File: config.mk
export PLATFORM = sky130hd
export DESIGN_NAME = nco_freq_meter_flat
export DESIGN_NICKNAME = d
export VERILOG_FILES = /design/src/rtl/nco_freq_meter_if.sv /design/src/rtl/nco_freq_meter.sv /design/src/flat_wrapper.sv
export SDC_FILE = /design/constraint.sdc
export NUM_CORES = 1
export LEC_CHECK = 0
export BUFFER_PORTS_ARGS = -buffer_cell sky130_fd_sc_hd__buf_2
export CORE_MARGIN = 2
export CORE_UTILIZATION = 45
export CTS_CLUSTER_DIAMETER = 60
export DETAILED_ROUTE_END_ITERATION = 10
export GPL_ROUTABILITY_DRIVEN = 0
export HOLD_SLACK_MARGIN = 0.06
export PLACE_DENSITY = 0.67
export SLEW_MARGIN = 20
export SYNTH_ARGS = -nofsm -noshare
export SYNTH_HDL_FRONTEND = slang
export SYNTH_SLANG_ARGS = --single-unit
File: constraint.sdc
create_clock -name i_clk -period 2.9 [get_ports i_clk]
set_input_delay 0.145 -clock i_clk [delete_from_list [all_inputs] [get_ports i_clk]]
set_output_delay 0.145 -clock i_clk [all_outputs]
set_load 0.02 [all_outputs]
File: src/rtl/nco_freq_meter_if.sv
// nco_freq_meter_if: sample-in / result-out bundle for the NCO frequency meter.
// Ports: clken, in_valid, fsin_i (source side); phi_inc_o, out_valid, no_sig, busy (meter side).
// master modport = sample source / result consumer, slave modport = the meter.
interface nco_freq_meter_if #(
  parameter int mpr = 16,
  parameter int apr = 32
);
  logic                  clken;
  logic                  in_valid;
  logic signed [mpr-1:0] fsin_i;
  logic [apr-1:0]        phi_inc_o;
  logic                  out_valid;
  logic                  no_sig;
  logic                  busy;

  modport master (
    output clken, in_valid, fsin_i,
    input  phi_inc_o, out_valid, no_sig, busy
  );

  modport slave (
    input  clken, in_valid, fsin_i,
    output phi_inc_o, out_valid, no_sig, busy
  );
endinterface

File: src/rtl/nco_freq_meter.sv
// nco_freq_meter: measures a sine stream's frequency as the equivalent NCO phase increment.
// Latency: 2^LOG2NP periods of samples, then apr+LOG2NP enabled cycles of serial divide; result pulses one cycle later.
// Backpressure: none; samples arriving while busy (DIVIDE) are dropped.
// Ports: i_clk, i_reset (sync, active-high); i_mtr slave modport carrying clken, in_valid,
//        fsin_i in and phi_inc_o, out_valid, no_sig, busy out. All outputs are registered.
module nco_freq_meter #(
  parameter int mpr    = 16,
  parameter int apr    = 32,
  parameter int LOG2NP = 4,
  parameter int cntw   = 24,
  parameter int hyst   = 256
) (
  input  logic           i_clk,
  input  logic           i_reset,
  nco_freq_meter_if.slave i_mtr
);

  localparam int QW = apr + LOG2NP;
  localparam int BW = $clog2(QW + 1);

  localparam logic [1:0] ST_IDLE = 2'd0;
  localparam logic [1:0] ST_MEAS = 2'd1;
  localparam logic [1:0] ST_DIV  = 2'd2;

  localparam logic [cntw-1:0]     CNT_TO  = {cntw{1'b1}};
  localparam logic [cntw-1:0]     D_SAT   = cntw'(1) << LOG2NP;
  localparam logic [LOG2NP:0]     NC_LAST = (LOG2NP+1)'((1 << LOG2NP) - 1);
  localparam logic signed [mpr-1:0] HYST_P = mpr'(hyst);
  localparam logic signed [mpr-1:0] HYST_N = -HYST_P;

  logic [1:0]      r_state;
  logic            r_armed;
  logic [cntw-1:0] r_cnt;
  logic [LOG2NP:0] r_ncross;
  logic [cntw-1:0] r_den;
  logic [cntw:0]   r_rem;
  logic [apr-1:0]  r_quo;
  logic [BW-1:0]   r_bit;
  logic [apr-1:0]  r_phi;
  logic            r_vld;
  logic            r_nosig;
  logic            r_busy;

  logic            w_acc;
  logic            w_neg;
  logic            w_pos;
  logic            w_cross;
  logic [cntw-1:0] w_cnt_inc;
  logic            w_cnt_to;
  logic            w_last;
  logic            w_sat;
  logic [cntw:0]   w_sh;
  logic            w_ge;
  logic [cntw:0]   w_rem_nx;
  logic [apr-1:0]  w_quo_nx;

  assign w_acc     = i_mtr.clken && i_mtr.in_valid;
  assign w_neg     = i_mtr.fsin_i < HYST_N;
  assign w_pos     = i_mtr.fsin_i >= HYST_P;
  assign w_cross   = w_acc && r_armed && w_pos && (r_state != ST_DIV);
  assign w_cnt_inc = r_cnt + 1'b1;
  assign w_cnt_to  = (w_cnt_inc == CNT_TO);
  assign w_last    = (r_ncross == NC_LAST);
  assign w_sat     = (w_cnt_inc <= D_SAT);

  // Restoring divide step. The dividend is a single 1 above the quotient range, consumed
  // by starting the remainder at 1, so every step shifts in a zero. Remainder stays below
  // D, so shifting the full register never loses a significant bit. Only the low apr
  // quotient bits are kept; the discarded upper ones are zero whenever D > 2^LOG2NP.
  assign w_sh     = r_rem << 1;
  assign w_ge     = (w_sh >= {1'b0, r_den});
  assign w_rem_nx = w_ge ? (w_sh - {1'b0, r_den}) : w_sh;
  assign w_quo_nx = (r_quo << 1) | {{(apr-1){1'b0}}, w_ge};

  always_ff @(posedge i_clk) begin
    if (i_reset) begin
      r_state  <= ST_IDLE;
      r_armed  <= 1'b0;
      r_cnt    <= '0;
      r_ncross <= '0;
      r_den    <= '0;
      r_rem    <= '0;
      r_quo    <= '0;
      r_bit    <= '0;
      r_phi    <= '0;
      r_vld    <= 1'b0;
      r_nosig  <= 1'b0;
      r_busy   <= 1'b0;
    end else begin
      // Pulse lasts one clk even when clken is low on the following cycle.
      r_vld <= 1'b0;
      if (i_mtr.clken) begin
        // Hysteretic arm/fire detector; frozen and cleared while dividing.
        if (r_state == ST_DIV) begin
          r_armed <= 1'b0;
        end else if (w_acc) begin
          if (w_neg)        r_armed <= 1'b1;
          else if (w_cross) r_armed <= 1'b0;
        end

        case (r_state)
          ST_IDLE: begin
            if (w_acc) begin
              if (w_cross) begin
                r_state  <= ST_MEAS;
                r_cnt    <= '0;
                r_ncross <= '0;
              end else if (w_cnt_to) begin
                r_phi   <= '0;
                r_nosig <= 1'b1;
                r_vld   <= 1'b1;
                r_cnt   <= '0;
                r_armed <= 1'b0;
              end else begin
                r_cnt <= w_cnt_inc;
              end
            end
          end

          ST_MEAS: begin
            if (w_acc) begin
              // Final crossing beats a simultaneous timeout.
              if (w_cross && w_last) begin
                if (w_sat) begin
                  r_phi   <= '1;
                  r_nosig <= 1'b0;
                  r_vld   <= 1'b1;
                  r_cnt   <= '0;
                  r_state <= ST_IDLE;
                end else begin
                  r_den   <= w_cnt_inc;
                  r_rem   <= {{cntw{1'b0}}, 1'b1};
                  r_quo   <= '0;
                  r_bit   <= BW'(QW);
                  r_busy  <= 1'b1;
                  r_state <= ST_DIV;
                end
              end else if (w_cnt_to) begin
                r_phi   <= '0;
                r_nosig <= 1'b1;
                r_vld   <= 1'b1;
                r_cnt   <= '0;
                r_armed <= 1'b0;
                r_state <= ST_IDLE;
              end else begin
                r_cnt <= w_cnt_inc;
                if (w_cross) r_ncross <= r_ncross + 1'b1;
              end
            end
          end

          ST_DIV: begin
            r_rem <= w_rem_nx;
            r_quo <= w_quo_nx;
            r_bit <= r_bit - 1'b1;
            // Last quotient bit: publish straight from the step result.
            if (r_bit == BW'(1)) begin
              r_phi   <= w_quo_nx;
              r_nosig <= 1'b0;
              r_vld   <= 1'b1;
              r_busy  <= 1'b0;
              r_cnt   <= '0;
              r_state <= ST_IDLE;
            end
          end

          default: begin
            r_state <= ST_IDLE;
            r_busy  <= 1'b0;
          end
        endcase
      end
    end
  end

  assign i_mtr.phi_inc_o = r_phi;
  assign i_mtr.out_valid = r_vld;
  assign i_mtr.no_sig    = r_nosig;
  assign i_mtr.busy      = r_busy;

endmodule
File: src/flat_wrapper.sv
// flat-port wrapper written by rule: the top's interface ports become plain ports
module nco_freq_meter_flat 
#(
  parameter int mpr    = 16,
  parameter int apr    = 32,
  parameter int LOG2NP = 4,
  parameter int cntw   = 24,
  parameter int hyst   = 256
)
  (i_clk, i_reset, i_mtr_clken, i_mtr_in_valid, i_mtr_fsin_i, i_mtr_phi_inc_o, i_mtr_out_valid, i_mtr_no_sig, i_mtr_busy);
  nco_freq_meter_if #(.mpr(mpr), .apr(apr)) i_mtr_i ();
  input  logic i_clk;
  input  logic i_reset;
  input wire logic [$bits(i_mtr_i.clken)-1:0] i_mtr_clken;
  input wire logic [$bits(i_mtr_i.in_valid)-1:0] i_mtr_in_valid;
  input wire logic [$bits(i_mtr_i.fsin_i)-1:0] i_mtr_fsin_i;
  output wire logic [$bits(i_mtr_i.phi_inc_o)-1:0] i_mtr_phi_inc_o;
  output wire logic [$bits(i_mtr_i.out_valid)-1:0] i_mtr_out_valid;
  output wire logic [$bits(i_mtr_i.no_sig)-1:0] i_mtr_no_sig;
  output wire logic [$bits(i_mtr_i.busy)-1:0] i_mtr_busy;
  assign i_mtr_i.clken = i_mtr_clken;
  assign i_mtr_i.in_valid = i_mtr_in_valid;
  assign i_mtr_i.fsin_i = i_mtr_fsin_i;
  assign i_mtr_phi_inc_o = i_mtr_i.phi_inc_o;
  assign i_mtr_out_valid = i_mtr_i.out_valid;
  assign i_mtr_no_sig = i_mtr_i.no_sig;
  assign i_mtr_busy = i_mtr_i.busy;
  nco_freq_meter #(.mpr(mpr), .apr(apr), .LOG2NP(LOG2NP), .cntw(cntw), .hyst(hyst)) u_core (.i_clk(i_clk), .i_reset(i_reset), .i_mtr(i_mtr_i));
endmodule
==> results.txt, run 1 <==
The proportion of power drawn by combinational gates came out at roughly 4.0%. The largest net degree at the start of global routing is 78. The number of antenna violations at the first check in global routing came out at 0. For the worst setup path, the data arrival time is between 3000 and 4000 ps. The number of nets produced by synthesis came out at roughly 1,100. The most used flip-flop cell after synthesis is dfxtp_1. The max-slew violation total from the final report came out at 0. The net count of the finished layout is between 1,000 and 1,500.

After technology mapping, the gate count stands at 1,047. The top fanout value on the critical path is 8. The number of enable-type register cells in the synthesized netlist came out at 0. After synthesis, the most frequently instantiated cells are dfxtp_1, a21oi_1, nand2_1, nor2_1, nand3_1.

For the pin with the worst max-slew slack, the measured transition is just under 900 ps. The per-instance average area after synthesis came out at about 8 um2. The checks that failed: setup timing. The total clock buffers created by CTS came out at 17. Measured along the x axis, the die boundary spans between 100 and 150 um. The count of input and output buffers came out at between 40 and 50. The run finished, with violations left. The flip-flop and latch count after synthesis came out at 152. The cell area after synthesis came out at approximately 0.0085 mm2. The floorplan has 50 rows. STA classifies the critical path endpoint as a flop. Summed over all layers, the global routing overflow is 0. The die area came out at about 0.02 mm2. Net switching is between 20 and 25% of the power. The critical path in this run is classified as flop to flop. The post-route clock period utilization came out at 101%. The number of optimization iterations in the first detailed-route pass came out at 5.

The final-report setup violation count is 16. The worst-case IR drop observed on VDD is 0.456 mV. The number of clock sinks is roughly 150. The static power due to leakage came out at 4.15 nW. Summed over its instances, the top area cell type makes up between 30% and 40% of the synthesized netlist area. The sequential share of power is 45.7%. The number of routed nets with antenna violations is 0. In the routed layout, each cell is associated on average with a via count of roughly 5.8. The count of max-cap constraint violations is 0. The count of unresolved DRC violations after routing is 0.

After layout, the minimum clock period comes to roughly 3000 ps. The count of distinct cell types in the synthesized netlist came out at 75. The total I/O pin count came out at 55. From bottom edge to top edge, the die measures around 140 um.

In this run the tightest slew margin relative to its limit is 41.7%. The initial standard-cell utilization of the core is between 40% and 50%. In the post-synthesis netlist, the biggest area contributors are dfxtp_1, a21oi_1, ha_1.

The global router's overall resource usage is a little over a fifth. In the post-route analysis, the smallest setup slack over all paths is -22.8 ps. The required time of the critical path came out at ~3200 ps.

The fraction of final layout cells sized beyond drive strength 1 is 26.0%. The via count of the first global-routing pass is 7,043. Setup repair after global routing could not meet its margin everywhere. The aggregate negative setup slack came out at -249 ps. The biggest area contributor in the post-synthesis netlist is dfxtp_1. The share of synthesized registers carrying an async set or reset came out at 0%. The clock transition at the registers of the reported paths is roughly 70 ps. The cell area after placement is 0.00959 mm2. The worst setup path is launched from a flop. The count of final hold-check violations came out at 0. The clock insertion delay at the later pin of the skew report is roughly 440 ps. The standard cell core area came out at 0.0186 mm2. The final core utilization is 59.0%. The areal power density over the cells is ~420 mW/mm2. The most frequent cell after synthesis is dfxtp_1. Detailed placement ended at an HPWL of around 15 mm. The TritonCTS clock tree is built. The share of the Yosys chip area taken by registers is a little over a third. The number of diodes is 0.

For this design the total switching power over the nets is roughly 1.1 mW. The relative area change from synthesis to final layout came out at 29.5%. The clock network fraction of total power is 50.3%. The H-tree generated during clock tree synthesis spans 4 levels.

The final non-filler cell area is 0.0110 mm2. The synthesis warning total came out at 0. The type of the most critical hold path is input port to flop. The tree is rooted in a clkbuf_16. The final worst clock skew is roughly 13 ps. The DRC violation total after the first TritonRoute iteration is 618. The average wire per cell in the routed design came out at between 15 and 20 um.

The final wirelength came out at approximately 23 mm. The maximum clock frequency came out at around 340 MHz. The wire length of the first global-routing pass is about 35 mm. The via count came out at around 8,100. The internal power of the cells totals 3.46 mW. The buffer levels on the longest clock path came out at 2.
[cell families after synthesis]
logic type               after synthesis  share of synthesized area, %
flip-flops                           152                          36.0
XOR/XNOR                              45                          4.66
multiplexers                          23                          2.72
AND/OR/NAND/NOR                      337                          19.8
buffers and inverters                127                          5.97
adder cells (fa/ha/maj)               36                          5.41
AO/OA/AOI/OAI                        327                          25.5
[repair_timing]
action,CTS,global route
setup endpoints to repair,79,136
pin swaps,2,36
buffers inserted,3,17
endpoints found under the hold margin,1,0
cloned,0,6
hold buffers,1,0
resized for setup,12,94
[final cells by class]
cell class                 instances  area (um2)
clock buffer                      17         425
inverter                          53         199
sequential                       152        3060
clock inverter                    15         181
multi-input combinational        768        5390
timing repair buffer             170        1410
fill                            1605        7620
tap                              234         293
[stage by stage]
stage / hold WS (ps) / std cells / worst slack [ps] / power [mW]
CTS: 73.4 / 1386 / -5.91 / 4.60
global route: 99.8 / 1409 / -116 / 4.74
global placement: 438 / 1350 / -114 / 2.30
detailed placement: 442 / 1350 / -124 / 2.30
finish: 75.0 / 1409 / -22.8 / 4.58
floorplan: 298 / 1047 / -10.7 / 2.23
[power by group through the flow]
| stage | clock network, mW | logic [mW] | registers (mW) |
|---|---|---|---|
| 4_1_cts | 2.35 | 0.158 | 2.09 |
| 5_1_grt | 2.45 | 0.195 | 2.09 |
| 3_5_place_dp | 0 | 0.152 | 2.14 |
| 2_1_floorplan | 0 | 0.0917 | 2.14 |
| 3_3_place_gp | 0 | 0.152 | 2.14 |
| 6_report | 2.31 | 0.182 | 2.09 |
[critical path, cell delays in order (launching register included)]
cell and delay, ps:
dfxtp_4 390, ha_4 200, buf_6 120, nand4_4 70, o31a_1 300, or4_4 500
nor4_4 160, buf_4 190, a21oi_4 80, nor3_4 240, a21oi_4 170, clkbuf_16 250
o2bb2ai_2 120
[layer usage]
layer  vias to the layer above  GRT usage, %  wire (um)
met5                         -             0          0
met4                         0          7.37        557
met1                      3833          30.2      10800
met2                       227          33.5      10600
li1                       4028             -          -
met3                        43          4.01       1070
[sequential cells by signal, indices dropped and copies added, names as in the netlist]
| signal | count |
|---|---|
| u_core.r_cnt | 24 |
| u_core.i_mtr.phi_inc_o | 32 |
| u_core.r_state | 2 |
| u_core.r_den | 24 |
| u_core.r_armed | 1 |
| u_core.i_mtr.no_sig | 1 |
| u_core.r_rem | 24 |
| u_core.i_mtr.out_valid | 1 |
| u_core.r_ncross | 5 |
| u_core.i_mtr.busy | 1 |
| u_core.r_bit | 6 |
| u_core.r_quo | 31 |
[path summary, 6_finish.rpt]
check / depth (start not counted) / from / end / slack [ps]
setup / recovery: 12 / u_core.r_cnt[0] / u_core.i_mtr.phi_inc_o[5] / -20
hold reg to reg: 2 / u_core.r_rem[23] / u_core.r_rem[23] / 460
hold / removal: 3 / i_mtr_in_valid / u_core.r_ncross[1] / 70
setup reg to reg: 12 / u_core.r_cnt[0] / u_core.i_mtr.phi_inc_o[5] / -20
[placed cells by master, fill, tap and decap left out, types with 18 or more instances in the layout]
cell type	instances
a211oi_1	26
a21oi_1	102
buf_2	46
buf_4	99
clkbuf_16	21
dfxtp_1	140
ha_1	32
inv_1	53
mux2i_1	23
nand2_1	93
nand3_1	59
nand4_1	18
nor2_1	68
nor3_1	19
o21ai_0	44
o2bb2ai_2	28
xnor2_1	28
(Power assumes the default switching activity.)
==> run 2: changes to the inputs <==
- PLACE_DENSITY: 0.67 -> unset
==> run 2 against run 1 <==
The flow still finishes with violations (setup timing). Sequential share of layout area increased by 0.56 points. Critical endpoint is now u_core.r_cnt[9]. Total power decreased by 0.99%. Combinational power decreased by 8%. Sequential cell count unchanged. Clock power decreased by 2%. Largest cell class unchanged.
==> results.txt, run 2 (synthesis results as in run 1) <==
Outcome: complete, but fails checks (unchanged). Violations in the final reports: setup timing (unchanged). The initial standard-cell utilization of the core is 45.5% (unchanged). The largest voltage drop on the vdd net is 0.439 mV (was 0.456 mV). The die area is 0.0199 mm2 (unchanged). The relative area change from synthesis to final layout came out at 26.7% (was 29.5%). The type of the most critical hold path is input port to flop (unchanged). The number of clock sinks came out at 152 (unchanged). The final worst clock skew came to 15.1 ps (was 12.7 ps). The die height is 141 um (unchanged).

The number of cells after detailed placement came to 1,352 (was 1,350). The DRC violation total after the first TritonRoute iteration came out at 485 (was 618). The average wire per cell in the routed design is 16.3 um (about the same). The number of optimization iterations in the first detailed-route pass came out at 5 (unchanged). The net switching power of the design is 1.21 mW (was 1.12 mW). The number of routed nets with antenna violations was 0 (unchanged). The type of the setup path with the least slack was flop to flop (unchanged).

The via count came out at 7,923 (was 8,131). The final-report setup violation count came out at 1 (was 16). The worst path setup slack after routing came out at -32.0 ps (was -22.8 ps). The clock insertion delay at the later pin of the skew report came out at 440 ps (about the same). The sequential share of power is 46.2% (was 45.7%). The count of final hold-check violations came to 0 (unchanged). The aggregate negative setup slack came to -32.0 ps (was -249 ps). The clock network fraction of total power came to 50.1% (was 50.3%).

The required time of the critical path was 3270 ps (was 3220 ps). The type of element launching the critical path was a flop (unchanged). The worst slack after detailed placement is -109 ps (was -124 ps).

The width of the die came out at 141 um (unchanged). The number of antenna violations at the first check in global routing is 0 (unchanged). The sum of overflow across all layers after global routing came out at 0 (unchanged). The maximum clock frequency came out at 341 MHz (was 342 MHz). The static power due to leakage came out at 4.03 nW (was 4.15 nW). The total clock buffers created by CTS came out at 17 (unchanged). The count of max-cap constraint violations came out at 0 (unchanged). The storage element area came to 0.00306 mm2 (about the same).

The standard cell core area came to 0.0186 mm2 (unchanged). The TritonCTS clock tree is built (unchanged). The switching fraction of total power was 26.7% (was 24.4%). The largest net degree at the start of global routing came out at 78 (unchanged). The fraction of final layout cells sized beyond drive strength 1 came out at 23.3% (was 26.0%).

The via count of the first global-routing pass came to 7,227 (was 7,043). Commonest cells after routing, fill and taps aside: dfxtp_1, a21oi_1, nand2_1, buf_4, nor2_1 (was dfxtp_1, a21oi_1, buf_4, nand2_1, nor2_1). The areal power density over the cells is 423 mW/mm2 (was 418 mW/mm2). The top fanout value on the critical path was 6 (was 8). The number of rows in the core area is 50 (unchanged). The final wirelength is 22.9 mm (was 23.0 mm). The relative slew slack came out at 44.6% (was 41.7%). The count of unresolved DRC violations after routing is 0 (unchanged). The final core utilization came out at 57.7% (was 59.0%).

Unrepaired setup endpoints after global routing: yes (unchanged). The global router's overall resource usage is 22.5% (was 21.6%). The final period demand of the worst path is 2930 ps (was 2920 ps). The wire length of the first global-routing pass is 36.5 mm (was 35.3 mm). The category of the worst setup path capture point is a flop (unchanged). The clock transition at the registers of the reported paths is 70 ps (about the same). The maximum level of the CTS H-tree came out at 4 (unchanged). The area of combinational cells with multiple inputs was 0.00530 mm2 (was 0.00539 mm2).

The buffer levels on the longest clock path is 2 (unchanged). The number of cells in the finished layout apart from fillers came out at 1,399 (was 1,409). The proportion of power drawn by combinational gates is 3.7% (was 4.0%). The layout filler cell count is 1,701 (was 1,605). The transition time at the pin with the least slew margin came out at 831 ps (was 874 ps). The internal portion of total power was 3.33 mW (was 3.46 mW).

The total I/O pin count came out at 55 (unchanged). The layout net count is 1,208 (was 1,218). The overall power consumption came out at 4.54 mW (was 4.58 mW).

The detail-routed via count per cell is 5.66 (was 5.77). The post-route clock period utilization came out at 101% (about the same). The number of diodes is 0 (unchanged). The count of input and output buffers is 46 (unchanged). The commonest non-fill, non-tap cell in the layout was dfxtp_1 (unchanged). The HPWL reported at the end of detailed placement came to 15.7 mm (was 14.9 mm). The max-slew violation total from the final report is 0 (unchanged). The critical path data arrival time was 3300 ps (was 3240 ps). The cell at the root of the clock tree is clkbuf_16 (unchanged). The number of flip-flops under the largest register name came out at 32 (unchanged).
[run 2: cell count changes in the layout (fill, tap and decap cells not counted), sizes merged]
cell	previous run	this run
bufinv	2	0
inv	62	60
clkinv	4	8
buf	165	157
clkbuf	21	19
[run 2: cell type report]
cell class              instances  share of cell area (%)
clock buffers                  17                    3.97
multi-input cells             768                    49.4
well taps                     234                    2.73
repair buffers                160                    11.8
clock inverters                15                    1.78
inverters                      53                    1.85
flip-flops and latches        152                    28.5
[run 2: worst paths after layout]
kind / startpoint / end / slack [ps] / cells past startpoint
hold reg to reg: u_core.r_rem[23] / u_core.r_rem[23] / 450 / 2
hold / removal: i_mtr_in_valid / u_core.r_ncross[1] / 80 / 3
setup reg to reg: u_core.r_cnt[8] / u_core.r_cnt[9] / -30 / 12
setup / recovery: u_core.r_cnt[8] / u_core.r_cnt[9] / -30 / 12
[run 2: routing by layer]
metal / GRT usage, % / wire (um) / vias to the layer above
met5: 0 / 0 / -
li1: - / - / 4005
met1: 31.5 / 11100 / 3719
met3: 4.18 / 924 / 26
met2: 35.6 / 10600 / 173
met4: 6.05 / 260 / 0
[run 2: power by group through the flow]
stage	Combinational, mW	Sequential [mW]	Clock (mW)
2_1_floorplan	0.0917	2.14	0
6_report	0.168	2.10	2.27
4_1_cts	0.160	2.09	2.32
5_1_grt	0.183	2.10	2.42
3_5_place_dp	0.155	2.14	0
3_3_place_gp	0.155	2.14	0
[run 2: metrics by stage]
stage	hold WS [ps]	instance area [um2]
final	76.6	10700
after floorplan	298	8600
after global placement	439	9590
after global routing	115	10700
after detailed placement	441	9590
after CTS	62.7	10300
[run 2: critical path, cell delays in order, from the launching register on]
cell	delay, ps
dfxtp_1	410
and3_4	240
and4_2	300
buf_4	140
nand4_1	230
xor2_1	310
nor4_2	90
buf_4	160
a21oi_2	210
nand4_1	200
buf_6	210
or3_1	290
o21ai_1	70
[run 2: timing repair]
| action | in CTS | in global routing |
|---|---|---|
| hold endpoints to repair | 1 | 0 |
| endpoints found under the setup margin | 71 | 131 |
| hold buffers | 1 | 0 |
| pin swaps | 4 | 15 |
| gates resized for setup | 19 | 62 |
| buffers inserted | 6 | 5 |
| gates cloned | 0 | 3 |
